[src/rtl/segment_step_scheduler.sv]
// segment_step_scheduler
//   Chooses when the active segment of the segment display advances, and in which
//   direction. Manual step requests, direction toggles and an internal auto-step
//   timebase are merged into one registered step. The block drives a one-hot segment
//   vector and a single-cycle step strobe.
//
//   Optional feature: define SEG_SCHED_BLINK_EN to blank the segments on alternate
//   ticks while in HOLD. When the macro is undefined, HOLD shows a steady one-hot.
//
// Ports
//   clk                  in   1        system clock, rising edge
//   async_nreset         in   1        asynchronous active-low reset
//   btn_next_segment_re  in   1        one-cycle manual step request
//   btn_mode_re          in   1        one-cycle request to advance the mode
//   btn_dir_re           in   1        one-cycle request to toggle the direction
//   step_pulse           out  1        high in the cycle seg_index changes
//   seg_index            out  IDX_W    active segment index, 0..NUM_SEG-1
//   segments             out  NUM_SEG  1 << seg_index (zero while blanked)
//   current_mode         out  2        00 MANUAL, 01 AUTO_FWD, 10 AUTO_PINGPONG, 11 HOLD
//   dir                  out  1        0 = index increments, 1 = index decrements
module segment_step_scheduler #(
    parameter int unsigned TICK_DIV = 50_000_000,
    parameter int unsigned NUM_SEG  = 6,
    parameter int unsigned IDX_W    = 3
) (
    input  logic               clk,
    input  logic               async_nreset,
    input  logic               btn_next_segment_re,
    input  logic               btn_mode_re,
    input  logic               btn_dir_re,
    output logic               step_pulse,
    output logic [IDX_W-1:0]   seg_index,
    output logic [NUM_SEG-1:0] segments,
    output logic [1:0]         current_mode,
    output logic               dir
);

    localparam int unsigned          CNT_W   = $clog2(TICK_DIV);
    localparam logic [CNT_W-1:0]     CNT_MAX = CNT_W'(TICK_DIV - 1);
    localparam logic [IDX_W-1:0]     IDX_MAX = IDX_W'(NUM_SEG - 1);

    typedef enum logic [1:0] {
        MODE_MANUAL   = 2'b00,
        MODE_AUTO_FWD = 2'b01,
        MODE_AUTO_PP  = 2'b10,
        MODE_HOLD     = 2'b11
    } mode_e;

    mode_e              mode_q, mode_d;
    logic [CNT_W-1:0]   cnt_q, cnt_d;
    logic [IDX_W-1:0]   idx_q, idx_d;
    logic               dir_q, dir_d;
    logic [NUM_SEG-1:0] seg_q, seg_d;
    logic               step_q, step_d;
    logic               blank_d;

    logic tick;
    logic is_auto;
    logic step_req;
    logic dir_eff;

`ifdef SEG_SCHED_BLINK_EN
    logic blink_q, blink_d;
`endif

    always_comb begin
        is_auto  = (mode_q == MODE_AUTO_FWD) || (mode_q == MODE_AUTO_PP);
        tick     = (mode_q != MODE_MANUAL) && (cnt_q == CNT_MAX);
        // A mode change drops any step requested in the same cycle.
        step_req = !btn_mode_re &&
                   (((mode_q == MODE_MANUAL) && btn_next_segment_re) ||
                    (is_auto && (btn_next_segment_re || tick)));
        // A direction toggle is applied before the step in the same cycle.
        dir_eff  = dir_q ^ (btn_dir_re &&
                            ((mode_q == MODE_MANUAL) || (mode_q == MODE_AUTO_FWD)));

        mode_d = mode_q;
        if (btn_mode_re) begin
            case (mode_q)
                MODE_MANUAL:   mode_d = MODE_AUTO_FWD;
                MODE_AUTO_FWD: mode_d = MODE_AUTO_PP;
                MODE_AUTO_PP:  mode_d = MODE_HOLD;
                default:       mode_d = MODE_MANUAL;
            endcase
        end

        if (btn_mode_re || (mode_q == MODE_MANUAL) || tick ||
            (is_auto && btn_next_segment_re)) begin
            cnt_d = '0;
        end else begin
            cnt_d = cnt_q + CNT_W'(1);
        end

        idx_d  = idx_q;
        dir_d  = dir_eff;
        step_d = step_req;
        if (step_req) begin
            if (mode_q == MODE_AUTO_PP) begin
                // Bounce at the ends: the direction flips together with the step.
                if (!dir_eff) begin
                    if (idx_q == IDX_MAX) begin
                        idx_d = idx_q - IDX_W'(1);
                        dir_d = 1'b1;
                    end else begin
                        idx_d = idx_q + IDX_W'(1);
                    end
                end else begin
                    if (idx_q == '0) begin
                        idx_d = IDX_W'(1);
                        dir_d = 1'b0;
                    end else begin
                        idx_d = idx_q - IDX_W'(1);
                    end
                end
            end else begin
                if (!dir_eff) begin
                    idx_d = (idx_q == IDX_MAX) ? '0 : idx_q + IDX_W'(1);
                end else begin
                    idx_d = (idx_q == '0) ? IDX_MAX : idx_q - IDX_W'(1);
                end
            end
        end

`ifdef SEG_SCHED_BLINK_EN
        blink_d = blink_q;
        if ((mode_q != MODE_HOLD) || btn_mode_re) begin
            blink_d = 1'b0;
        end else if (tick) begin
            blink_d = ~blink_q;
        end
        blank_d = blink_d;
`else
        blank_d = 1'b0;
`endif

        seg_d = blank_d ? '0 : (NUM_SEG'(1) << idx_d);
    end

    always_ff @(posedge clk or negedge async_nreset) begin
        if (!async_nreset) begin
            mode_q  <= MODE_MANUAL;
            cnt_q   <= '0;
            idx_q   <= '0;
            dir_q   <= 1'b0;
            seg_q   <= NUM_SEG'(1);
            step_q  <= 1'b0;
`ifdef SEG_SCHED_BLINK_EN
            blink_q <= 1'b0;
`endif
        end else begin
            mode_q  <= mode_d;
            cnt_q   <= cnt_d;
            idx_q   <= idx_d;
            dir_q   <= dir_d;
            seg_q   <= seg_d;
            step_q  <= step_d;
`ifdef SEG_SCHED_BLINK_EN
            blink_q <= blink_d;
`endif
        end
    end

    assign step_pulse   = step_q;
    assign seg_index    = idx_q;
    assign segments     = seg_q;
    assign current_mode = mode_q;
    assign dir          = dir_q;

endmodule

[config.mk]
export PLATFORM = sky130hd
export DESIGN_NAME = segment_step_scheduler
export DESIGN_NICKNAME = d
export VERILOG_FILES = /design/src/rtl/segment_step_scheduler.sv
export SDC_FILE = /design/constraint.sdc
export NUM_CORES = 1
export LEC_CHECK = 0
export CORE_MARGIN = 2
export CORE_UTILIZATION = 32
export CTS_BUF_LIST = sky130_fd_sc_hd__clkbuf_8
export CTS_CLUSTER_SIZE = 24
export DETAILED_ROUTE_END_ITERATION = 16
export DONT_BUFFER_PORTS = 1
export GPL_TIMING_DRIVEN = 0
export PLACE_DENSITY = 0.5
export SLEW_MARGIN = 30
export SYNTH_ARGS = -nofsm -noshare
export SYNTH_HDL_FRONTEND = slang
export SYNTH_SLANG_ARGS = --single-unit
[constraint.sdc]
create_clock -name clk -period 2.8 [get_ports clk]
set_input_delay 0.56 -clock clk [delete_from_list [all_inputs] [get_ports clk]]
set_output_delay 0.56 -clock clk [all_outputs]
set_load 0.005 [all_outputs]
==> results of run 1 <==
-- report_power, final --
part	switching [mW]	total, mW	internal, mW
clock network	0.203	0.496	0.293
logic	0.394	0.671	0.277
registers	0.0973	0.754	0.656
total	0.694	1.92	1.23
-- layer usage --
layer / GRT usage, % / vias to the layer above / routed length, um / part of all wire, %
met5: 0 / - / 0 / 0
met4: 3.46 / 0 / 46 / 1.1
met3: 4.42 / 6 / 207 / 5.1
met2: 19.4 / 20 / 1870 / 46
met1: 16.6 / 688 / 1950 / 48
li1: - / 714 / - / -
-- stage by stage --
stage | util, % | std cells | setup slack, ns | power [mW]
after CTS | 36.9 | 288 | 0.0587 | 1.95
after detailed placement | 34.7 | 279 | 0.0833 | 1.42
final | 37.1 | 289 | 0.214 | 1.92
after global routing | 37.1 | 289 | 0.0665 | 2.08
after floorplan | - | 202 | 0.459 | 1.27
after global placement | 34.6 | 279 | 0.0725 | 1.42
-- worst paths after layout --
kind | to | slack, ns | cells past startpoint
min in group clk | current_mode[0] | 0.36 | 1
worst min register to register | cnt_q[0] | 0.50 | 1
worst max-delay path | segments[3] | 0.21 | 8
max in group asynchronous | cnt_q[5] | 2.50 | 1
worst min-delay path | cnt_q[15] | 0.09 | 1
worst max register to register | segments[3] | 0.21 | 8
-- logic make-up after synthesis --
group,Yosys count
fa+ha+maj,11
simple gates,93
buf+inv,13
flops,39
compound gates,17
xor+xnor,26
mux,3
-- area by class of cell --
class | instances | area (sq um)
fill | 667 | 3970
multi-input combinational | 150 | 1070
sequential | 39 | 977
tap | 77 | 96.3
clock buffer | 6 | 82.6
clock inverter | 2 | 38.8
inverter | 9 | 33.8
timing repair buffer | 2 | 27.5
buffer | 4 | 17.5
-- flip-flops by register name, summed over array words and instances, names as in the netlist --
signal        cells
step_pulse        1
segments          6
cnt_q            26
dir               1
seg_index         3
current_mode      2
-- what timing repair did --
item	in CTS	in global routing
endpoints found under the hold margin	38	0
setup buffers	0	1
gates resized for setup	0	2
hold buffers	1	0
endpoints found under the setup margin	0	25
-- cell usage in the layout (no fill, tap or decap), types with 3 or more instances in the layout --
master and n:
and3_1 8, and3b_1 3, clkbuf_8 6, dfrtp_1 38
ha_1 11, inv_1 8, nand2_1 9, nand3_1 9
nand4_1 7, nor2_1 30, nor2b_1 3, nor3_1 4
nor3b_1 5, nor4_1 3, xnor2_1 12, xor2_1 14
==> metrics.txt, run 1 <==
Data required, critical path=2.99 ns; ant diodes=0; layout cells sized above 1=a little over a tenth; Final Critical Period=around 2.6 ns; Synth area leaders=dfrtp_1 (46%), ha_1 (6.6%), xor2_1 (5.9%), nor2_1 (5.4%), xnor2_1 (5.0%); clk buf depth=2; Fin Clk Skew=0.0111 ns; maximum VDD drop=464 uV; post-synthesis xor/xnor area fraction=10.9%; Slew @ Worst Pin=0.624 ns; Static Leak=0.983 nW; drt first pass iters=4; Critical Path Start=current_mode[0]; Setup Total Neg Slack=0 ns; design area=roughly 0.0023 sq mm; Nets=approximately 230; Max Fclk=approximately 0.39 GHz; die area=0.00719 sq mm; Placement Rows=29; Post-DRT Antenna Nets=0; Synth area leader=dfrtp_1; Synth Area in Compound Gates=about 7.3%; vias per cell=4.94; Max Cap Viol=0; PwrDens=819 mW/mm^2; Rel. slew slack=58.2%; syn avg cell area=10.3 sq um; Worst R2R Start=current_mode[0]; Synth Register Bits=39; endpoints failing setup=0; top cell type's share of synthesized area=about 46%; largest net degree at the start of global routing=39; Final Hold Viols=0; simple-gate portion of the synthesized area=between 20% and 30%; number of synthesized flops with an enable pin=0; GRT overflow=0; Hold WS=0.0942 ns; final max-slew violation count=0; main combinational cell family by area after synthesis=simple AND/OR/NAND/NOR gates; Post-synth top cells=dfrtp_1 (38), nor2_1 (30), xor2_1 (14), xnor2_1 (12), ha_1 (11); Async SR Flop Fraction=100%; Top FF cell, synth=dfrtp_1; GRT Total Usage=roughly 13%; Mapped Area=between 0.002 and 0.0025 sq mm; Crit path largest cell delay=roughly 0.48 ns; crit path max fanout=7; Netlist cell types=40; Root Buffer Master=clkbuf_8; Worst Hold Class=input port to async pin; starting density of the core=approximately a third; CTS buffer count=5; routability cong.=0.747; CP bufs+invs=2; Post-Synth Adder-Cell Area=under 10%; Iter 0 DRT Violations=37; crit share post-route=92.4%; count of buffers from port buffering=0; Area growth syn-to-layout=12.3%; run status=finished clean; Remaining DRCs=0; number of top-level pins=18; Post-DP HPWL=about 2.9 mm; Net Count, Synth=around 220; die height=~85 um; CP Class=flop to flop; Crit path arrival time=roughly 2.8 ns; worst skew pair latency=approximately 0.29 ns; Clock transition at path regs=about 0.080 ns; post-synthesis mux area share=roughly 1.5%; sequential fraction of the synthesis area=a little under half; Num Clock Sinks=39; Syn Inst Count=202; CTS tree=built; global-route wire length before repair=a little over 7 mm; Final Routed Wirelength=4.07 mm; count leader, synth=dfrtp_1; initial antenna violation count=0; Area after DPL=around 0.0022 sq mm; core area=roughly 0.0063 sq mm; Die W=84.8 um; Top Family by Delay on Critical Path=simple AND/OR/NAND/NOR gates; DR WL/cell=around 14 um; unrepaired setup endpoints after global routing=no; Critical Path Source Type=flop; yosys synthesis warning count=0; worst-path cell chain=inv_1 > ha_1 > o21ba_1 > or4b_4 > o21a_4 > clkinv_1 > mux2i_2 > and3b_1; CTS H-tree depth=2; Critical-path top delay cell=or4b_4; vias=1428; Setup crit end kind=flop; number of global-route vias before repair=1464
No activity file was read; power rests on OpenSTA's default activity.
==> run 2, diff against run 1 <==
CAP_MARGIN = 20   (was default)
==> results of run 2 <==
The final DEF is identical to that of run 1; final timing and power are the same.
==> run 3, diff against run 2 <==
CTS_CLUSTER_SIZE = 25   (was 24)
clock period = 3.2 ns   (was 2.8 ns; I/O delays follow)
==> metrics.txt, run 3 (synthesis gave the netlist of run 1 again) <==
maximum VDD drop=427 uV (-7.9%); Crit path arrival time=2.87 ns (+0.09 ns); FF-to-FF End=segments[3]; initial antenna violation count=0 (unchanged); Hold Buf Count CTS=0 (-1); run status=finished clean; global-route wire length before repair=7.02 mm (-1.4%); Post-DRT Antenna Nets=0 (unchanged); commonest non-fill, non-tap cell in the layout=dfrtp_1; ant diodes=0 (unchanged); Iter 0 DRT Violations=26 (-30%); Reg area=977 sq um (unchanged); max reg flops=26 (unchanged); filler instances=670 (+0.45%); final max-slew violation count=0 (unchanged); Top Family by Delay on Critical Path=simple AND/OR/NAND/NOR gates; endpoints failing setup=0 (unchanged); unrepaired setup endpoints after global routing=no; postcts setup bufs=0 (unchanged); count of buffers from port buffering=0 (unchanged); Final Routed Wirelength=3.95 mm (-2.9%); vias per cell=4.95 (+0.13%); Placement Rows=29 (unchanged); core area=0.00631 sq mm (unchanged); PwrDens=716 mW/mm^2 (-13%); Area growth syn-to-layout=10.7%; Die W=84.8 um (unchanged); Max Fclk=0.373 GHz (-3.5%); Root Buffer Master=clkbuf_8; CP Class=flop to flop; Reg with most FFs=cnt_q; Worst Hold Class=input port to async pin; number of global-route vias before repair=1461 (-0.20%); area of the multi-input gates=0.00106 sq mm (-0.58%); Nets=225 (-0.88%); Remaining DRCs=0 (unchanged); GRT overflow=0 (unchanged); worst skew pair latency=0.29 ns (about the same); crit share post-route=83.8% (-8.6 points); Slew @ Worst Pin=0.611 ns (-0.0124 ns); Placed Instances=279 (unchanged); Final Hold Viols=0 (unchanged); CTS tree=built; drt first pass iters=4 (unchanged); layout cells sized above 1=9.05% (-1.8 points); crit path max fanout=7 (unchanged); Critical Path Source Type=flop; clk buf depth=2 (unchanged); worst-path cell chain=inv_1 > ha_1 > o21ba_1 > or4b_4 > o21a_4 > clkinv_1 > mux2i_1 > and3b_1; Num Clock Sinks=39 (unchanged); flop2flop setup slack=0.52 ns (+0.31 ns); CP bufs+invs=2 (unchanged); die height=84.8 um (unchanged); Reg2Reg Depth=8 (unchanged); Setup Total Neg Slack=0 ns (unchanged); Rel. slew slack=59.0% (+0.83 points); critical path depth=8 (unchanged); Static Leak=0.968 nW (-1.5%); Clock transition at path regs=0.08 ns (about the same); CTS buffer count=5 (unchanged); Worst R2R Start=current_mode[0]; Fin Clk Skew=0.0124 ns (+0.00124 ns); Critical-path top delay cell=mux2i_1; most frequent cells in the layout=dfrtp_1 (38), nor2_1 (30), xor2_1 (14); GRT Total Usage=12.3% (-0.25 points); Post-DP HPWL=2.91 mm (unchanged); Final Non-Filler Cells=287 (-0.69%); Max Cap Viol=0 (unchanged); Final Critical Period=2.68 ns (+0.0949 ns); die area=0.00719 sq mm (unchanged); Setup crit end kind=flop; starting density of the core=33.1% (unchanged); Data required, critical path=3.39 ns (+0.40 ns); DR WL/cell=13.8 um (-2.3%); cts repair resizes=0 (unchanged); routability cong.=0.747 (unchanged); Crit path largest cell delay=0.51 ns (+0.03 ns); largest net degree at the start of global routing=40 (+2.6%); number of top-level pins=18 (unchanged); CTS H-tree depth=2 (unchanged); vias=1420 (-0.56%)
==> run 3: cell count changes in the layout (fill, tap and decap cells not counted), sizes merged <==
cell and delta:
buf -2
==> run 3: power breakdown <==
part | switching, mW | leakage, nW | total (mW) | internal, mW
clock | 0.178 | 0.0618 | 0.435 | 0.256
combinational | 0.327 | 0.380 | 0.560 | 0.233
sequential | 0.0852 | 0.526 | 0.660 | 0.575
total | 0.590 | 0.968 | 1.65 | 1.06
==> run 3: layer usage <==
metal	GRT usage (%)	share of wire [%]	wire length, um
met1	16.3	48	1890
met2	19.1	46	1830
met3	4.13	4.7	186
met4	3.46	1.2	46
met5	0	0	0
==> run 3: how the worst max path moves through the flow <==
stage	end	from	slack, ns
2_1_floorplan	segments[3]	current_mode[0]	0.86
3_3_place_gp	segments[3]	current_mode[0]	0.47
3_5_place_dp	segments[3]	current_mode[1]	0.48
4_1_cts	segments[3]	current_mode[0]	0.46
5_1_grt	segments[3]	current_mode[1]	0.28
6_report	segments[3]	current_mode[0]	0.52
==> run 3: final cells by class <==
type,instances,area share [%]
Inverter,9,1.46
Clock inverter,2,1.68
Sequential cell,39,42.3
Buffer,4,0.758
Tap cell,77,4.17
Multi-Input combinational cell,150,46.1
Clock buffer,6,3.57
==> run 3: metrics by stage <==
stage               setup WS [ns]  hold slack [ns]  area, sq um  utilization (%)  power (mW)
floorplan                   0.859            0.344         2090                -        1.11
global placement            0.472            0.346         2180             34.6        1.24
detailed placement          0.483            0.346         2190             34.7        1.25
CTS                         0.459           0.0214         2310             36.6        1.69
global route                0.282          0.00598         2310             36.6        1.79
finish                      0.519           0.0289         2310             36.6        1.65
